<file path="src/rtl/sysmon_pkg.sv">
// Shared definitions for the system monitor serial link.
// Contents:
//   SOF_BYTE        start-of-frame marker that opens every frame
//   MAX_LEN_DEFAULT default maximum payload length in bytes
//   ADDR_W          register address width carried in the ADDR byte
//   rx_state_t      deframer FSM states
package sysmon_pkg;

  localparam logic [7:0] SOF_BYTE        = 8'hA5;
  localparam int         MAX_LEN_DEFAULT = 10;
  localparam int         ADDR_W          = 7;

  typedef enum logic [2:0] {
    IDLE = 3'd0,
    ADDR = 3'd1,
    LEN  = 3'd2,
    DATA = 3'd3,
    CHK  = 3'd4
  } rx_state_t;

endpackage

</file>
<file path="src/rtl/sysmon_frame_rx.sv">
// Byte-stream deframer between the UART receiver and the system monitor
// register decode. Assembles SOF/ADDR/LEN/PAYLOAD/CHK frames, publishes the
// address and right-aligned payload of every good frame, and flags frames
// that are malformed, corrupted or stalled.
//
// Ports:
//   clk           system clock
//   reset         asynchronous reset, active-high
//   uart_rx_data  received byte, qualified by uart_rx_val
//   uart_rx_val   one-cycle strobe: uart_rx_data is valid
//   uartDisabled  1 = ignore all bytes and abort any frame in progress
//   rx_address    address of the last good frame
//   rx_data       payload of the last good frame, zero-extended,
//                 first payload byte most significant
//   rx_data_val   one-cycle pulse: rx_address/rx_data were just updated
//   rx_error      one-cycle pulse: a frame was discarded (LEN, CHK, timeout)
module sysmon_frame_rx
  import sysmon_pkg::*;
#(
  parameter int MAX_LEN        = MAX_LEN_DEFAULT,
  parameter int TIMEOUT_CYCLES = 8389
) (
  input  logic                   clk,
  input  logic                   reset,
  input  logic [7:0]             uart_rx_data,
  input  logic                   uart_rx_val,
  input  logic                   uartDisabled,
  output logic [ADDR_W-1:0]      rx_address,
  output logic [8*MAX_LEN-1:0]   rx_data,
  output logic                   rx_data_val,
  output logic                   rx_error
);

  localparam int DATA_W  = 8 * MAX_LEN;
  localparam int CNT_W   = $clog2(MAX_LEN + 1);
  localparam int TIMER_W = $clog2(TIMEOUT_CYCLES + 1);

  localparam logic [TIMER_W-1:0] TIMER_LIMIT = TIMER_W'(TIMEOUT_CYCLES);
  localparam logic [7:0]         LEN_LIMIT   = 8'(MAX_LEN);

  rx_state_t state_reg, state_next;

  logic [ADDR_W-1:0]  addr_reg,       addr_next;
  logic [CNT_W-1:0]   len_reg,        len_next;
  logic [CNT_W-1:0]   count_reg,      count_next;
  logic [7:0]         chk_reg,        chk_next;
  logic [DATA_W-1:0]  accum_reg,      accum_next;
  logic [TIMER_W-1:0] timer_reg,      timer_next;
  logic [ADDR_W-1:0]  rx_address_reg, rx_address_next;
  logic [DATA_W-1:0]  rx_data_reg,    rx_data_next;
  logic               rx_data_val_reg, rx_data_val_next;
  logic               rx_error_reg,   rx_error_next;

  // State register
  always_ff @(posedge clk or posedge reset) begin
    if (reset) begin
      state_reg <= IDLE;
    end else begin
      state_reg <= state_next;
    end
  end

  // Datapath registers
  always_ff @(posedge clk or posedge reset) begin
    if (reset) begin
      addr_reg        <= '0;
      len_reg         <= '0;
      count_reg       <= '0;
      chk_reg         <= '0;
      accum_reg       <= '0;
      timer_reg       <= '0;
      rx_address_reg  <= '0;
      rx_data_reg     <= '0;
      rx_data_val_reg <= 1'b0;
      rx_error_reg    <= 1'b0;
    end else begin
      addr_reg        <= addr_next;
      len_reg         <= len_next;
      count_reg       <= count_next;
      chk_reg         <= chk_next;
      accum_reg       <= accum_next;
      timer_reg       <= timer_next;
      rx_address_reg  <= rx_address_next;
      rx_data_reg     <= rx_data_next;
      rx_data_val_reg <= rx_data_val_next;
      rx_error_reg    <= rx_error_next;
    end
  end

  // Next-state and datapath logic
  rx_state_t        eff_state;
  logic             timed_out;
  logic [CNT_W-1:0] count_inc;

  always_comb begin
    state_next       = state_reg;
    addr_next        = addr_reg;
    len_next         = len_reg;
    count_next       = count_reg;
    chk_next         = chk_reg;
    accum_next       = accum_reg;
    timer_next       = timer_reg;
    rx_address_next  = rx_address_reg;
    rx_data_next     = rx_data_reg;
    rx_data_val_next = 1'b0;
    rx_error_next    = 1'b0;
    eff_state        = state_reg;
    timed_out        = 1'b0;
    count_inc        = count_reg + 1'b1;

    if (uartDisabled) begin
      // Silent abort: no error pulse, published outputs untouched.
      state_next = IDLE;
      timer_next = '0;
    end else begin
      // Expiry takes priority over a coincident byte; that byte is then
      // treated as if it arrived in IDLE so a fresh SOF is not lost.
      timed_out = (state_reg != IDLE) && (timer_reg == TIMER_LIMIT);
      if (timed_out) begin
        rx_error_next = 1'b1;
        eff_state     = IDLE;
        state_next    = IDLE;
      end

      // Timer saturates rather than wrapping so expiry cannot be skipped.
      if (eff_state == IDLE) begin
        timer_next = '0;
      end else if (timer_reg != TIMER_LIMIT) begin
        timer_next = timer_reg + 1'b1;
      end

      if (uart_rx_val) begin
        timer_next = '0;
        unique case (eff_state)
          IDLE: begin
            if (uart_rx_data == SOF_BYTE) begin
              state_next = ADDR;
              accum_next = '0;
              chk_next   = '0;
              count_next = '0;
            end
          end
          ADDR: begin
            if (uart_rx_data[7]) begin
              rx_error_next = 1'b1;
              state_next    = IDLE;
            end else begin
              addr_next  = uart_rx_data[ADDR_W-1:0];
              chk_next   = chk_reg ^ uart_rx_data;
              state_next = LEN;
            end
          end
          LEN: begin
            if ((uart_rx_data == 8'd0) || (uart_rx_data > LEN_LIMIT)) begin
              rx_error_next = 1'b1;
              state_next    = IDLE;
            end else begin
              len_next   = uart_rx_data[CNT_W-1:0];
              chk_next   = chk_reg ^ uart_rx_data;
              state_next = DATA;
            end
          end
          DATA: begin
            // Shift left so the first payload byte ends up most significant
            // within the right-aligned payload.
            accum_next = (accum_reg << 8) | DATA_W'(uart_rx_data);
            chk_next   = chk_reg ^ uart_rx_data;
            count_next = count_inc;
            if (count_inc == len_reg) begin
              state_next = CHK;
            end
          end
          CHK: begin
            if (uart_rx_data == chk_reg) begin
              rx_address_next  = addr_reg;
              rx_data_next     = accum_reg;
              rx_data_val_next = 1'b1;
            end else begin
              rx_error_next = 1'b1;
            end
            state_next = IDLE;
          end
          default: begin
            state_next = IDLE;
          end
        endcase
      end
    end
  end

  assign rx_address  = rx_address_reg;
  assign rx_data     = rx_data_reg;
  assign rx_data_val = rx_data_val_reg;
  assign rx_error    = rx_error_reg;

endmodule

</file>
<file path="config.mk">
export PLATFORM = sky130hd
export DESIGN_NAME = sysmon_frame_rx
export DESIGN_NICKNAME = d
export VERILOG_FILES = /design/src/rtl/sysmon_pkg.sv /design/src/rtl/sysmon_frame_rx.sv
export SDC_FILE = /design/constraint.sdc
export NUM_CORES = 1
export LEC_CHECK = 0
export ABC_AREA = 1
export CAP_MARGIN = 20
export CELL_PAD_IN_SITES_DETAIL_PLACEMENT = 1
export CELL_PAD_IN_SITES_GLOBAL_PLACEMENT = 1
export CORE_MARGIN = 3
export CORE_UTILIZATION = 30
export CTS_BUF_LIST = sky130_fd_sc_hd__clkbuf_2 sky130_fd_sc_hd__clkbuf_4 sky130_fd_sc_hd__clkbuf_8
export CTS_CLUSTER_DIAMETER = 80
export CTS_CLUSTER_SIZE = 8
export DETAILED_ROUTE_END_ITERATION = 6
export DONT_BUFFER_PORTS = 1
export GPL_TIMING_DRIVEN = 0
export HOLD_SLACK_MARGIN = 0.03
export PLACE_DENSITY_LB_ADDON = 0.08
export SLEW_MARGIN = 20
export SYNTH_ARGS = -nofsm -noshare
export SYNTH_HDL_FRONTEND = slang
export SYNTH_SLANG_ARGS = --single-unit
</file>
<file path="constraint.sdc">
create_clock -name clk -period 9 [get_ports clk]
set_clock_uncertainty 0.2 [all_clocks]
set_input_delay 2.7 -clock clk [delete_from_list [all_inputs] [get_ports clk]]
set_output_delay 2.7 -clock clk [all_outputs]
set_load 0.01 [all_outputs]
</file>
# Word-level counts from Yosys, hierarchy flattened

Cells that the tools add are included.
Widths: inputs -> output; s select.

Bits in registers: 209
Bits of input ports: 12
Output and inout bits: 89
Word-level logic and storage cells: 76

Add/sub/neg operators: 2
$lt $le $gt $ge: 1
Eq/ne operators: 12
Multiplexer cells: 32
Bitwise gates (word level): 5
Reductions and logical operators: 13

Operators with widths:

| kind                  | count |
|---|---|
| $pmux 80 s2           | 1 |
| $mux 80               | 1 |
| $or 80x8->80          | 1 |
| $mux 14               | 4 |
| $pmux 8 s4            | 1 |
| $mux 8                | 3 |
| $mux 3                | 6 |
| $reduce_and 4->1      | 4 |
| $add 14x1->14 const B | 1 |
| $eq 14x14->1 const B  | 1 |
| $ne 14x14->1 const B  | 1 |
| $pmux 3 s4            | 1 |
| $mux 1                | 10 |
| $eq 8x8->1            | 1 |
| $eq 8x8->1 const B    | 1 |
| $gt 8x4->1 const B    | 1 |
| $logic_not 8->1       | 1 |
| $pmux 4 s2            | 1 |
| $reduce_bool 4->1     | 2 |
| $xor 8x8->8           | 1 |
| $eq 3x2->1 const B    | 2 |
| $reduce_and 6->1      | 1 |
| $add 4x1->4 const B   | 1 |
| $eq 4x4->1            | 1 |
| 13 further kinds      | 17 |

# Depth between registers and ports, before layout

Word-level depth: 8
Gate-level depth with buffers: 14
Depth with buffers taken out: 12

# Least setup slack after synthesis

OpenSTA, ideal clock, no wires.

Kind: input-to-reg
Start point: input uart_rx_data[7]
End point: register rx_data_reg[19], in the netlist rx_data[19]
Library setup time: 0.123 ns
Data arrival time: 3.773 ns
Data required time: 8.677 ns
Setup slack: 4.904 ns
Stages on the path: 8
Path buffers: 2
Cells stage by stage: xnor2_1 -> nand2_1 -> nor2_1 -> nand3_4 -> buf_6 -> clkbuf_1 -> o21ai_0 -> nand2_1

Word-level cells in the longest chain between the ends: 2

RTL lines:

| item                              | line                   | source |
|---|---|---|
| start, declared                   | sysmon_frame_rx.sv:25  | `input logic [7:0] uart_rx_data,` |
| $eq 8x8->1                        | sysmon_frame_rx.sv:174 | `if (uart_rx_data == chk_reg) begin` |
| $reduce_and 4->1 (no source line) | -                      |  |
| end signal, assigned              | sysmon_frame_rx.sv:84  | `rx_data_reg <= rx_data_next;` |
| end, declared                     | sysmon_frame_rx.sv:50  | `logic [DATA_W-1:0] rx_data_reg, rx_data_next;` |

No other way between the ends.
A chain may end at the register's enable or synchronous reset.

# Worst setup path after layout

Start point: input uart_rx_val
End point: register rx_data_reg[28], in the netlist rx_data[28]

Word-level cells in the longest chain between the ends: 1

RTL lines:

| item                              | line                  | source |
|---|---|---|
| start, declared                   | sysmon_frame_rx.sv:26 | `input logic uart_rx_val,` |
| $reduce_and 4->1 (no source line) | -                     |  |

No other way between the ends.

==> flow_metrics.py <==
metrics = {
    "worst_setup_path": {
        "cp_max_fo": 10,
        "slowest_delay_ns": 0.43,
        "end_kind": "flip-flop",
        "slowest_stage": "nor2_2",
        "r2r_start": "timer_reg[0]$_DFFE_PP0P_",
        "start_kind": "primary input",
        "r2r_cells": 11,
        "cp.arrival_ns": 4.33,
        "critPathRequiredTime_ns": 9.30,
        "path_cells": "inv_1, nor2_2, nand3_4, nor2_4, buf_6, buf_6, nand2_1, nand2_1",
        "path_buf_inv": 3,
        "r2r-end": "rx_data[28]$_DFFE_PP0P_",
        "crit_type": "in -> reg",
        "critPathTopFamily": "simple AND/OR/NAND/NOR gates",
        "r2r_setup_slack_ns": 6.47,
    },
    "yosys": {
        "synth_common_cells": "502 x nand2_1, 209 x dfrtp_1, 95 x o21ai_0",
        "synth-seq-area-share_pct": 59.1,
        "syn_nets": 1044,
        "yosys.area.top_type": "dfrtp_1",
        "synth_edf_count": 0,
        "ys_seq_elements": 209,
        "syn_area_per_cell_um2": 8.60,
        "syn_area_um2": 8850,
        "ys_types": 32,
        "synth-main-ff-cell": "dfrtp_1",
        "synth.top_cell.area_share_pct": 59.1,
        "synthArstFlopShare_pct": 100,
        "netlist_instances": 1029,
        "synth_most_common_cell": "nand2_1",
        "synth_area_leaders": "dfrtp_1 59%, nand2_1 21%, o21ai_0 5.4%, nor2_1 1.9%, nand3_1 1.6%",
        "yosys_warnings": 0,
    },
    "clock_tree": {
        "cts_hold_buffers": 0,
        "cts-resized-gates": 0,
        "clockRootBuffer": "clkbuf_8",
        "cts_buffers": 30,
        "ctsHtreeMaxLevel": 1,
        "cts.clk_slew.worst_paths_ns": 0.06,
        "clock_tree.buffer_depth": 3,
        "cts_setup_buffers": 0,
        "clock_latency_ns": 0.55,
        "clock_sinks": 209,
        "cts_tree": "yes",
    },
    "drt": {
        "drt-wirelength-per-cell_um": 16.6,
        "ant_nets": 0,
        "vias": 6655,
        "first_pass_iters": 4,
        "drt_iter0_drc": 271,
        "drt_wl_total_um": 24100,
        "route.detailed.drc": 0,
        "vias_per_cell": 4.60,
    },
    "global_routing": {
        "grt-ovfl-total": 0,
        "grt_pass1_vias": 7011,
        "grt_usage_pct": 15.4,
        "grt_pass1_wl_um": 39200,
        "grt_start_max_net_pins": 94,
        "antenna_found_initial": 0,
    },
    "sta": {
        "slew_headroom_pct": 53.2,
        "tightest_slew_ns": 0.699,
        "holdWs_ns": 0.268,
        "post-route-period-util_pct": 44.8,
        "period_minus_slack_ns": 4.04,
        "drv_slew": 0,
        "rsz0062_at_grt": "no",
        "hold_viol": 0,
        "fmax_mhz": 248,
        "finalSetupViolations": 0,
    },
    "placed_design": {
        "io_buffers": 0,
        "dpl.hpwl_um": 16600,
        "placed_area_um2": 9390,
        "place_congestion": 0.749,
    },
    "floorplan": {
        "die_area_um2": 31600,
        "rows": 62,
        "die_x_um": 178,
        "die_height_um": 178,
        "start_util_pct": 30.7,
        "core_area_um2": 28900,
        "io_pins": 101,
    },
    "hold_path": {
        "hp-start": "accum_reg[74]$_DFFE_PP0P_",
        "hold_end": "accum_reg[74]$_DFFE_PP0P_",
        "hold_path_class": "reg -> reg",
        "holdPathStages": 2,
    },
    "layout": {
        "n_antenna_cell": 0,
        "layout.nets": 1078,
        "final_core_util_pct": 34.1,
        "nFillCells": 3420,
        "drive_above_1_share_pct": 8.08,
        "area_growth_pct": 11.1,
        "stdcell_area_um2": 9830,
    },
    "power_and_ir_drop": {
        "power_leakage_nw": 5.37,
        "power.density_nw_per_um2": 166,
        "ir_drop_mv": 0.0917,
    },
    "run_status": {
        "status": "finished, final reports clean",
    },
    "flow_run": {
        "maxCapViolCount": 0,
    },
}
[where the power goes]
part	switching, mW	internal, mW
logic	0.0279	0.00709
clock network	0.348	0.308
registers	0.00127	0.941
[worst reg2reg max path, cell delays in order, from the launching register on]
cell     delay [ns]
dfrtp_1        0.42
ha_1           0.23
nand3_1        0.13
nor2_4         0.07
nand2_4        0.09
nand4_4        0.29
buf_6          0.28
nor2_4         0.27
buf_6          0.21
buf_6          0.15
nand2_1        0.08
nand2_1        0.07
[worst max path at each step]
stage,cells past startpoint,slack (ns),from,end
final,8,4.96,uart_rx_val,rx_data[28]$_DFFE_PP0P_
after global routing,7,4.82,uart_rx_val,rx_data[23]$_DFFE_PP0P_
after CTS,8,4.93,uart_rx_val,rx_data[28]$_DFFE_PP0P_
after detailed placement,8,4.32,uart_rx_val,rx_data[28]$_DFFE_PP0P_
after global placement,1,-2.70,reset,timer_reg[13]$_DFFE_PP0P_
after floorplan,1,0.39,reset,accum_reg[0]$_DFFE_PP0P_
[cell type report]
class / instances / area [um^2] / share of cell area [%]
Buffer: 47 / 312 / 3.17
Sequential cell: 209 / 5230 / 53.2
Inverter: 41 / 161 / 1.64
Tap cell: 384 / 480 / 4.89
Multi-Input combinational cell: 732 / 3150 / 32.1
Timing Repair Buffer: 2 / 55.1 / 0.560
Clock inverter: 1 / 8.76 / 0.0891
Clock buffer: 32 / 434 / 4.41
[layout by cell type, fill, tap and decap left out, types with 3 or more instances in the layout]
master and instances:
nand2_1 502, dfrtp_1 209, o21ai_0 95, nor2_1 44, inv_1 36, clkbuf_8 31, nand3_1 28, clkbuf_1 15
buf_6 12, buf_2 11, a21oi_1 10, buf_4 8, xor2_1 7, xnor2_1 7, nor3_1 6, nand4_1 6
inv_2 4, o21ai_1 4, nor2_4 3, nor2_2 3, nor3b_1 3, ha_1 3
[layer usage]
layer	track usage [%]	part of all wire [%]
met5	0	0
met4	3.14	1.6
met3	3.74	5.6
met2	23.8	44
met1	21.9	48
[kinds of logic after synthesis]
family,synth area share (%)
flip-flops,59.1
AO/OA/AOI/OAI,6.32
AND/OR/NAND/NOR,27.5
XOR/XNOR,1.39
buffers and inverters,5.26
adder cells (fa/ha/maj),0.424
[per-stage QoR]
step	total power, mW	setup WS [ns]	TNS (ns)	instances
floorplan	0.984	0.391	0	1029
global placement	0.995	-2.70	-559.07	1413
detailed placement	0.997	4.32	0	1415
CTS	1.68	4.93	0	1448
global route	1.72	4.82	0	1448
finish	1.63	4.96	0	1448
No activity file was read; power rests on OpenSTA's default activity.
